`src/rtl/spi_pkg.sv`:
```
// rtl/spi_pkg.sv - shared state encoding and default sizing for the SPI master controller
package spi_pkg;

    localparam int SPI_CLK_DIV_DEF = 4;
    localparam int SPI_DATA_W_DEF  = 8;

    typedef enum logic [2:0] {
        S_IDLE  = 3'd0,
        S_SETUP = 3'd1,
        S_XFER  = 3'd2,
        S_HOLD  = 3'd3,
        S_DONE  = 3'd4
    } spi_state_e;

endpackage

```
`src/rtl/spi_master_ctrl_counter.sv`:
```
// rtl/spi_master_ctrl_counter.sv - modulo-M counter with enable and combinational carry-out
module spi_master_ctrl_counter #(
    parameter int M = 4,
    localparam int W = (M > 1) ? $clog2(M) : 1
) (
    input  logic         clk,
    input  logic         rst,
    input  logic         en,
    output logic [W-1:0] cnt,
    output logic         co
);

    // carry is asserted in the enabled cycle that wraps M-1 back to 0
    assign co = en && (cnt == W'(M - 1));

    always_ff @(posedge clk) begin
        if (rst) begin
            cnt <= '0;
        end else if (en) begin
            cnt <= co ? '0 : cnt + W'(1);
        end
    end

endmodule

```
`src/rtl/spi_master_ctrl.sv`:
```
// rtl/spi_master_ctrl.sv - SPI mode-0 master: one DATA_W-bit full-duplex transfer per accepted start
module spi_master_ctrl
    import spi_pkg::*;
#(
    parameter int CLK_DIV = SPI_CLK_DIV_DEF,
    parameter int DATA_W  = SPI_DATA_W_DEF
) (
    input  logic              clk,
    input  logic              rst,
    input  logic              start,
    input  logic [DATA_W-1:0] tx_data,
    output logic              busy,
    output logic              done,
    output logic [DATA_W-1:0] rx_data,
    output logic              sclk,
    output logic              mosi,
    input  logic              miso,
    output logic              cs_n
);

    localparam int DIV_W = (CLK_DIV > 1) ? $clog2(CLK_DIV) : 1;
    localparam int BIT_W = (DATA_W > 1) ? $clog2(DATA_W) : 1;

    spi_state_e        state, state_nx;
    logic [DATA_W-1:0] tx_sr, tx_sr_nx, rx_sr;
    logic [DIV_W-1:0]  div_cnt;
    logic [BIT_W-1:0]  bit_cnt;
    logic              div_en, div_co, bit_en, bit_co, cnt_clr;
    logic              sclk_rise, sclk_fall, active_nx;
    logic              cnt_unused;

    // the divider times SETUP and HOLD as well as the SCLK half-periods
    assign div_en    = (state == S_SETUP) || (state == S_XFER) || (state == S_HOLD);
    assign sclk_rise = (state == S_XFER) && div_co && !sclk;
    assign sclk_fall = (state == S_XFER) && div_co && sclk;
    assign bit_en    = sclk_fall;
    assign cnt_clr   = rst || (state == S_IDLE);
    assign cnt_unused = ^{div_cnt, bit_cnt};

    spi_master_ctrl_counter #(.M(CLK_DIV)) u_div (
        .clk (clk),
        .rst (cnt_clr),
        .en  (div_en),
        .cnt (div_cnt),
        .co  (div_co)
    );

    spi_master_ctrl_counter #(.M(DATA_W)) u_bit (
        .clk (clk),
        .rst (cnt_clr),
        .en  (bit_en),
        .cnt (bit_cnt),
        .co  (bit_co)
    );

    always_comb begin
        state_nx = state;
        tx_sr_nx = tx_sr;
        case (state)
            S_IDLE: begin
                if (start) begin
                    state_nx = S_SETUP;
                    tx_sr_nx = tx_data;
                end
            end
            S_SETUP: begin
                if (div_co) state_nx = S_XFER;
            end
            S_XFER: begin
                if (sclk_fall) begin
                    tx_sr_nx = {tx_sr[DATA_W-2:0], 1'b0};
                    if (bit_co) state_nx = S_HOLD;
                end
            end
            S_HOLD: begin
                if (div_co) state_nx = S_DONE;
            end
            S_DONE:  state_nx = S_IDLE;
            default: state_nx = S_IDLE;
        endcase
    end

    assign active_nx = (state_nx == S_SETUP) || (state_nx == S_XFER) || (state_nx == S_HOLD);

    // pin outputs are registered from next-state values so they line up with the state register
    always_ff @(posedge clk) begin
        if (rst) begin
            state   <= S_IDLE;
            tx_sr   <= '0;
            rx_sr   <= '0;
            rx_data <= '0;
            sclk    <= 1'b0;
            mosi    <= 1'b0;
            cs_n    <= 1'b1;
        end else begin
            state <= state_nx;
            tx_sr <= tx_sr_nx;
            if (sclk_rise) begin
                rx_sr <= {rx_sr[DATA_W-2:0], miso};
            end
            if (state_nx == S_DONE) begin
                rx_data <= rx_sr;
            end
            if (state_nx != S_XFER) begin
                sclk <= 1'b0;
            end else if (state == S_XFER && div_co) begin
                sclk <= ~sclk;
            end
            mosi <= active_nx & tx_sr_nx[DATA_W-1];
            cs_n <= ~active_nx;
        end
    end

    assign busy = (state != S_IDLE);
    assign done = (state == S_DONE);

endmodule

```
`config.mk`:
```
export PLATFORM = sky130hd
export DESIGN_NAME = spi_master_ctrl
export DESIGN_NICKNAME = d
export VERILOG_FILES = /design/src/rtl/spi_pkg.sv /design/src/rtl/spi_master_ctrl_counter.sv /design/src/rtl/spi_master_ctrl.sv
export SDC_FILE = /design/constraint.sdc
export NUM_CORES = 1
export LEC_CHECK = 0
export BUFFER_PORTS_ARGS = -buffer_cell sky130_fd_sc_hd__buf_4
export CORE_MARGIN = 2
export CORE_UTILIZATION = 49
export DETAILED_ROUTE_END_ITERATION = 12
export PLACE_DENSITY = 0.77
export SLEW_MARGIN = 20
export SYNTH_ARGS = -nofsm -noshare
export SYNTH_HDL_FRONTEND = slang
export SYNTH_HIERARCHICAL = 1
export SYNTH_SLANG_ARGS = --single-unit
```
`constraint.sdc`:
```
create_clock -name clk -period 2.29 [get_ports clk]
set_input_delay 0.1145 -clock clk [delete_from_list [all_inputs] [get_ports clk]]
set_output_delay 0.1145 -clock clk [all_outputs]
set_load 0.01 [all_outputs]
```
# Word level (Yosys, flattened, before mapping)
# Cells that the tools add are included.
# Widths: inputs -> output; s select.
# word_totals
reg_bits	35
output_inout_bits	13
elab_cells	55
# classes
bitwise_logic	3
n_eq_ne	13
add_sub_neg	2
muxes	11
reduce_logical	16
# ops
cell	count
$mux 3	6
$mux 8	2
$pmux 8 s2	1
$eq 3x2->1 const B	4
$pmux 3 s4	1
$eq 3x3->1 const B	3
$eq 3x1->1 const B	2
$logic_and 1x1->1	5
$logic_or 1x1->1	5
$add 3x1->3 const B	1
$logic_not 3->1	1
$ne 3x2->1 const B	1
$reduce_and 3->1	1
$reduce_bool 3->1	1
$add 2x1->2 const B	1
$eq 2x2->1 const B	1
$mux 2	1
$ne 2x1->1 const B	1
$ne 2x2->1 const B	1
$not 1->1	2
$reduce_bool 2->1	1
$reduce_or 2->1	1
$and 1x1->1	1
$logic_not 1->1	1

# Logic depth before layout (Yosys ltp)
# Gate-level depths: netlist of the first run.
# depth
depth_word	14
mapped_depth	11
depth_no_buf	8

# By module
# Netlist of the first run, hierarchy kept.
# modules_own_cells
mod	seq_area_each_um2	n_inst	area_each_um2	cells_per_inst
spi_master_ctrl	600.6	1	1323.8	139
spi_master_ctrl_counter (u_bit)	60.1	1	147.6	14
spi_master_ctrl_counter (u_div)	40.0	1	92.6	9

# Worst setup path before layout of the first run
# No wires, ideal clock.
# synth_timing
path_kind	reg2reg
from	register state[0]
to	register u_bit.cnt[0]
setup_time_ns	0.066
n_path_buf	3
path_stages_with_launch	11
slack_ns	0.162
arrival_time_ns	2.062
period_less_slack_ns	2.128
required_time_ns	2.224
cell_sequence	dfxtp_1 > buf_6 > nor2_1 > nor2_1 > and2_1 > buf_2 > nand3b_4 > clkbuf_1 > nor2_1 > or3b_1 > a21oi_2
# synth_via
elab_chain_cells	8
elab_cells_between_ends	12
# synth_rtl
element	line_no	rtl
from (decl)	spi_master_ctrl.sv:24	spi_state_e state, state_nx;
from (signal assigned)	spi_master_ctrl.sv:96	state <= state_nx;
$eq 3x1->1 or $eq 3x2->1 (tied branches)	spi_master_ctrl.sv:33	assign div_en = (state == S_SETUP) || (state == S_XFER) || (state == S_HOLD);
$logic_or 1x1->1	spi_master_ctrl.sv:33	
$logic_or 1x1->1 (*)	spi_master_ctrl.sv:33	
via div_en	spi_master_ctrl.sv:28	logic div_en, div_co, bit_en, bit_co, cnt_clr;
$logic_and 1x1->1 (*)	spi_master_ctrl_counter.sv:14	assign co = en && (cnt == W'(M - 1));
via div_co	spi_master_ctrl.sv:28	
$logic_and 1x1->1 (*) (2 in a row)	spi_master_ctrl.sv:35	assign sclk_fall = (state == S_XFER) && div_co && sclk;
via bit_en	spi_master_ctrl.sv:28	
$logic_and 1x1->1	spi_master_ctrl_counter.sv:14	
$mux 3	spi_master_ctrl_counter.sv:20	cnt <= co ? '0 : cnt + W'(1);
to (signal assigned)	spi_master_ctrl_counter.sv:20	
to (decl)	spi_master_ctrl_counter.sv:9	output logic [W-1:0] cnt,
# Mark *: on every way through the listed nets, which the timed path passes. The rest lies on a longest branch.
# A chain may end at the register's enable or synchronous reset.

# Final worst setup path of the first run
# Ends and elaborated chain as after synthesis.

==> summary.md, run 1 <==
| Metric | Value |
|---|---|
| Commonest cells in the netlist | 35 x dfxtp_1, 20 x a21oi_1, 18 x nand2_1 |
| Fin. Hold Viols | 0 |
| Congestion Overflow GR | 0 |
| MaxCap Viol Count | 0 |
| LEAKAGE | about 0.0007 uW |
| PwrDens | 583.4 mW/mm^2 |
| Yosys reg bits | 35 |
| CP Class | flip-flop to flip-flop |
| CP max FO | 11 |
| Die ar. | 0.003660 mm^2 |
| Reg2reg setup slack | 0.38 ns |
| Top-count cell post-synth | dfxtp_1 |
| Cell Count, Final, Fillers Out | 229 |
| Slowest CP cell | or3b_1 |
| Total Neg Setup Slack | 0 ns |
| Final Cycle Share | 83.62% |
| Initial antenna violation count | 0 |
| Post-CTS Setup Bufs | 0 |
| Synth Instances | between 150 and 200 |
| Area leader, netlist | dfxtp_1 |
| Final net count | 199 |
| Top FF cell, synth | dfxtp_1 |
| Synth warn | 6 |
| Clock transition at the registers of the reported paths | 0.12 ns |
| PortBufs | 24 |
| Final max-slew violation count | 0 |
| Mapped cell area | 0.001564 mm^2 |
| Worst-Margin Slew | approximately 0.62 ns |
| Share of the synthesized area in the top cell type | 44.80% |
| Post-Syn Nets | 177 |
| Post-synth ARST share | 0% |
| Post-synth EDFFs | 0 |
| Fin Clk Skew | approximately 0.015 ns |
| Clock Latency Late Sink | 0.35 ns |
| Synth cell types | 35 |
| Max rail drop VDD | 0.3430 mV |
| Arrival @ worst endpoint | between 2 and 2.5 ns |
| Vias in the first global route | 1154 |
| Cts bufs inserted | 5 |
| Post-DR vias/cell | around 5.3 |
| WL/cell | 12.90 um |
| Largest net degree at the start of global routing | 30 |
| # rows | 20 |
| Via count | about 1200 |
| CP peak stage delay | about 0.41 ns |
| First-pass detailed-route iteration total | 4 |
| CP top delay family | simple AND/OR/NAND/NOR gates |
| Initial Util | around 51% |
| Post-CTS sizing | 0 |
| First-pass GRT wire length | 4947 um |
| Achievable Freq | 522.2 MHz |
| Tmin final | between 1.5 and 2 ns |
| Remaining DRCs | 0 |
| Area grow syn2layout | 16.32% |
| Total track usage | 18.36% |
| Cells along the critical path | nor2_1 -> nor2_1 -> and2_1 -> nand3b_4 -> nor2_1 -> or3b_1 -> a21oi_2 |
| Endpoint type of the worst setup path | flip-flop |
| CP Buf/Inv Count | 0 |
| Status | completed |
| Syn Area/Cell | 9.654 um^2 |
| Antenna diodes | 0 |
| Layout cells sized above 1 | 22.70% |
| IO Count | 25 |
| Clock root buffer master | clkbuf_4 |
| Hold WC Path Type | primary input to flip-flop |
| Hpwl dp | 2043 um |
| GP Congestion | roughly 0.74 |
| Relative slew slack | around three fifths |
| Setup violations, final | 0 |
| DRT iter0 DRCs | 49 |
| H-tree Lvls | 2 |
| Number of routed nets with antenna violations | 0 |
| Core box area | 0.003053 mm^2 |
| Most frequent CP cell | nor2_1 |
| Dpl cells | 221 |
| Die Wd | 60.50 um |
| Die H | around 60 um |
| Max Root-Sink Buffers | 2 |
| CTS tree | yes |
| Crit start category | flip-flop |
| Sequential share of the synthesized area | approximately 45% |
| Final Hold Slack | between 0.015 and 0.02 ns |
| Total clock sinks | 35 |
| Synth area leaders | dfxtp_1 45%, a21oi_1 6.4%, mux2i_1 6.4%, nand2b_1 5.6%, nand2_1 4.3% |
| Worst path required time | 2.59 ns |
| Final WL | 2953 um |
| Post-CTS Hold Buffers | 0 |
| RSZ-0062 raised after global routing | no |
==> per-stage QoR <==
step                utilization [%]  instance area (um^2)  power, uW  worst slack, ns
floorplan                         -                  1564      692.4           0.1616
global placement              57.58                  1758      718.0           0.4945
detailed placement            57.58                  1758      720.3           0.4232
CTS                           59.59                  1819       1073           0.3779
global route                  59.59                  1819       1113           0.1898
finish                        59.59                  1819       1061           0.3750
==> cell usage in the layout (no fill, tap or decap), types with 2 or more instances in the layout <==
master,Yosys,layout
ha_1,3,3
clkinvlp_4,0,2
mux2i_1,10,10
a21oi_1,20,20
o21a_1,2,2
or3b_1,2,2
buf_4,0,28
clkbuf_4,0,5
dfxtp_1,35,35
a32oi_1,6,6
nand2b_1,14,14
nand2_1,18,18
and3b_1,2,2
and2_1,3,3
nor2_1,9,9
o211ai_1,7,7
==> final timing paths <==
check / from / end / cells after the start
worst min register to register: rx_sr[1] / rx_data[1] / 2
worst max register to register: state[0] / u_bit/cnt[0] / 7
worst min-delay path: tx_data[0] / tx_sr[0] / 3
worst max-delay path: state[0] / u_bit/cnt[0] / 7
==> flip-flops by register name, summed over array words and instances (netlist names) <==
register / cells
rx_sr: 8
u_bit/cnt: 3
rx_data: 8
cs_n: 1
state: 3
tx_sr: 8
u_div/cnt: 2
sclk: 1
mosi: 1
==> worst min-delay path: stages <==
cell	delay, ns
buf_4	0.11
nand2_1	0.05
a21oi_1	0.06
==> kinds of logic after synthesis <==
family                   count (synthesis)  share of synthesized area [%]
AO/OA/AOI/OAI                           42                          18.56
multiplexers                            10                          6.400
flip-flops                              35                          44.80
AND/OR/NAND/NOR                         59                          23.28
adder cells (fa/ha/maj)                  3                          2.400
buffers and inverters                   13                          4.559
==> final cells by class <==
| class | instances | area (um^2) |
|---|---|---|
| sequential | 35 | 700.7 |
| timing repair buffer | 28 | 210.2 |
| tap | 44 | 55.05 |
| clock buffer | 5 | 37.54 |
| fill | 297 | 1234 |
| multi-input combinational | 114 | 792.0 |
| clock inverter | 3 | 23.77 |
==> report_power, final <==
part / switching, uW / total [uW] / internal (uW)
combinational: 38.7 / 78.9 / 40.2
clock: 232 / 355 / 123
sequential: 6.14 / 628 / 621
==> per-layer routing <==
metal	wire, um	share of wire, %	global-route usage, %
met2	1404	48	30.90
met1	1402	47	21.85
met4	20	0.68	7.453
met5	0	0	0
met3	126	4.3	5.757
Power figures use the tool's default switching activity.
==> inputs of run 2 (changes only) <==
- CORE_UTILIZATION: 49 -> 50
- PLACE_DENSITY: 0.77 -> 0.76
- clock period: 2.29 -> 2 ns (I/O delays scaled with it)
==> summary.md, run 2 (synthesis gave the netlist of run 1 again) <==
| Metric | Value |
|---|---|
| Status | completed |
| Fin. Hold Viols | 0 (unchanged) |
| Reg2reg setup slack | 0.17 ns (-0.20 ns) |
| Post-DP Area | 0.001759 mm^2 (about the same) |
| Share of total power in combinational logic | 7.6% (+0.2 points) |
| Die H | 59.93 um (-0.93%) |
| Sw Share | 22.42% (-3.7 points) |
| LEAKAGE | 0.0007437 uW (+3.3%) |
| Worst r2r src | u_div/cnt[0] |
| Core box area | 0.003003 mm^2 (-1.6%) |
| Most frequent cells in the layout | 35 x dfxtp_1, 29 x buf_4, 20 x a21oi_1 |
| First-pass GRT wire length | 5023 um (+1.5%) |
| WL/cell | 14.11 um (+9.4%) |
| Clock root buffer master | clkbuf_4 |
| Worst path required time | 2.28 ns (-0.31 ns) |
| Initial antenna violation count | 0 (unchanged) |
| Setup violations, final | 0 (unchanged) |
| Final Hold Slack | 0.02647 ns (+0.007088 ns) |
| Area grow syn2layout | 18.16% |
| Fill cells | 267 (-10%) |
| DRT iter0 DRCs | 49 (unchanged) |
| Via count | 1247 (+3.4%) |
| Tmin final | 1.828 ns (-0.08708 ns) |
| Final Cycle Share | 91.40% (+7.8 points) |
| Clock power share | 34.7% (+1.3 points) |
| Hold WC Path Type | primary input to flip-flop |
| Post-CTS Hold Buffers | 0 (unchanged) |
| Endpoint type of the worst setup path | flip-flop |
| PortBufs | 24 (unchanged) |
| H-tree Lvls | 2 (unchanged) |
| Fin Clk Skew | 0.009234 ns (-0.005330 ns) |
| IO Count | 25 (unchanged) |
| Initial Util | 52.08% (+0.85 points) |
| Layout cells sized above 1 | 23.53% (+0.83 points) |
| Die ar. | 0.003592 mm^2 (-1.9%) |
| R2R cell count | 6 (-1) |
| Final net count | 201 (+1.0%) |
| NetSw | 279.2 uW (+0.77%) |
| P_int | 965.8 uW (+23%) |
| Post-CTS sizing | 0 (unchanged) |
| RSZ-0062 raised after global routing | no |
| Largest net degree at the start of global routing | 30 (unchanged) |
| CP Class | flip-flop to flip-flop |
| Clock transition at the registers of the reported paths | 0.10 ns (-0.02 ns) |
| Final instance area | 0.001848 mm^2 (+1.6%) |
| FF/Latch Area | 700.7 um^2 (unchanged) |
| Max Root-Sink Buffers | 2 (unchanged) |
| Total clock sinks | 35 (unchanged) |
| Max rail drop VDD | 0.4058 mV (+18%) |
| Total Neg Setup Slack | 0 ns (unchanged) |
| MaxCap Viol Count | 0 (unchanged) |
| CTS tree | yes |
| Achievable Freq | 547.1 MHz (+4.8%) |
| Number of routed nets with antenna violations | 0 (unchanged) |
| Antenna diodes | 0 (unchanged) |
| CP endpoint | u_bit/cnt[0] |
| Crit start category | flip-flop |
| Relative slew slack | 63.35% (+4.6 points) |
| Total track usage | 19.00% (+0.64 points) |
| Commonest non-fill, non-tap cell in the layout | dfxtp_1 |
| Clock Latency Late Sink | 0.34 ns (about the same) |
| PwrDens | 673.7 mW/mm^2 (+15%) |
| Final WL | 3104 um (+5.1%) |
| Remaining DRCs | 0 (unchanged) |
| Post-DR vias/cell | 5.668 (+7.6%) |
| Final max-slew violation count | 0 (unchanged) |
| GP Congestion | 0.7927 (+6.5%) |
| Die Wd | 59.93 um (-0.93%) |
| Worst-Margin Slew | 0.5474 ns (-0.07058 ns) |
| # rows | 20 (unchanged) |
| Critical path origin | u_div/cnt[0] |
| Seq pwr share | 57.7% (-1.4 points) |
| Vias in the first global route | 1092 (-5.4%) |
| Largest regs | rx_data: 8 flops, rx_sr: 8 flops, tx_sr: 8 flops |
| Arrival @ worst endpoint | 2.11 ns (-0.10 ns) |
| Congestion Overflow GR | 0 (unchanged) |
| CP max FO | 11 (unchanged) |
| Cts bufs inserted | 5 (unchanged) |
| Hpwl dp | 2124 um (+4.0%) |
| Reg-to-reg endpoint | u_bit/cnt[0] |
| Multi-input logic area | 799.5 um^2 (+0.95%) |
| First-pass detailed-route iteration total | 4 (unchanged) |
## run 2: worst min-delay path by stage
stage                          end  slack [ns]  startpoint  cells past startpoint
after global routing      rx_sr[0]        0.01        miso                      3
after CTS                 tx_sr[4]        0.02  tx_data[4]                      3
after global placement    tx_sr[4]        0.36  tx_data[4]                      3
final                     tx_sr[1]        0.03  tx_data[1]                      3
after detailed placement  tx_sr[4]        0.38  tx_data[4]                      3
after floorplan           tx_sr[0]        0.24  tx_data[0]                      2
## run 2: area by class of cell
type                       count  share of cell area (%)
sequential                    35                   37.91
timing repair buffer          30                   12.86
multi-input combinational    114                   43.26
clock buffer                   8                   3.724
tap                           33                   2.234
## run 2: power by group through the flow
stage	Sequential (uW)	Clock (uW)	Combinational, uW
after floorplan	735	0	58.0
after CTS	718	442	95.1
final	718	432	94.7
after global placement	734	0	90.9
after global routing	720	478	104
after detailed placement	734	0	94.5
## run 2: metal layers
metal	GRT usage [%]	vias up	share of wire, %
met1	22.76	583	45
li1	-	628	-
met5	0	-	0
met4	8.571	0	2.3
met3	5.844	10	3.7
met2	31.06	26	49
## run 2: metrics by stage
| step | setup WS (ns) | util [%] | std cells | power (uW) |
|---|---|---|---|---|
| global placement | 0.2710 | 58.58 | 211 | 824.5 |
| global route | 0.03230 | 61.54 | 220 | 1302 |
| floorplan | 0.01651 | - | 162 | 792.8 |
| detailed placement | 0.1957 | 58.58 | 211 | 829.0 |
| CTS | 0.1624 | 60.88 | 219 | 1255 |
| finish | 0.1721 | 61.54 | 220 | 1245 |
## run 2: timing repair
action,4_1_cts,5_1_grt
endpoints found under the setup margin,0,2
buffers inserted,0,1
hold endpoints to repair,0,0
## run 2: worst max-delay path, cell delays in order, from the launching register on
cell	delay (ns)
dfxtp_1	0.36
ha_1	0.17
and2_1	0.33
nand3b_4	0.22
nor2_4	0.18
or3b_1	0.38
a21oi_2	0.13
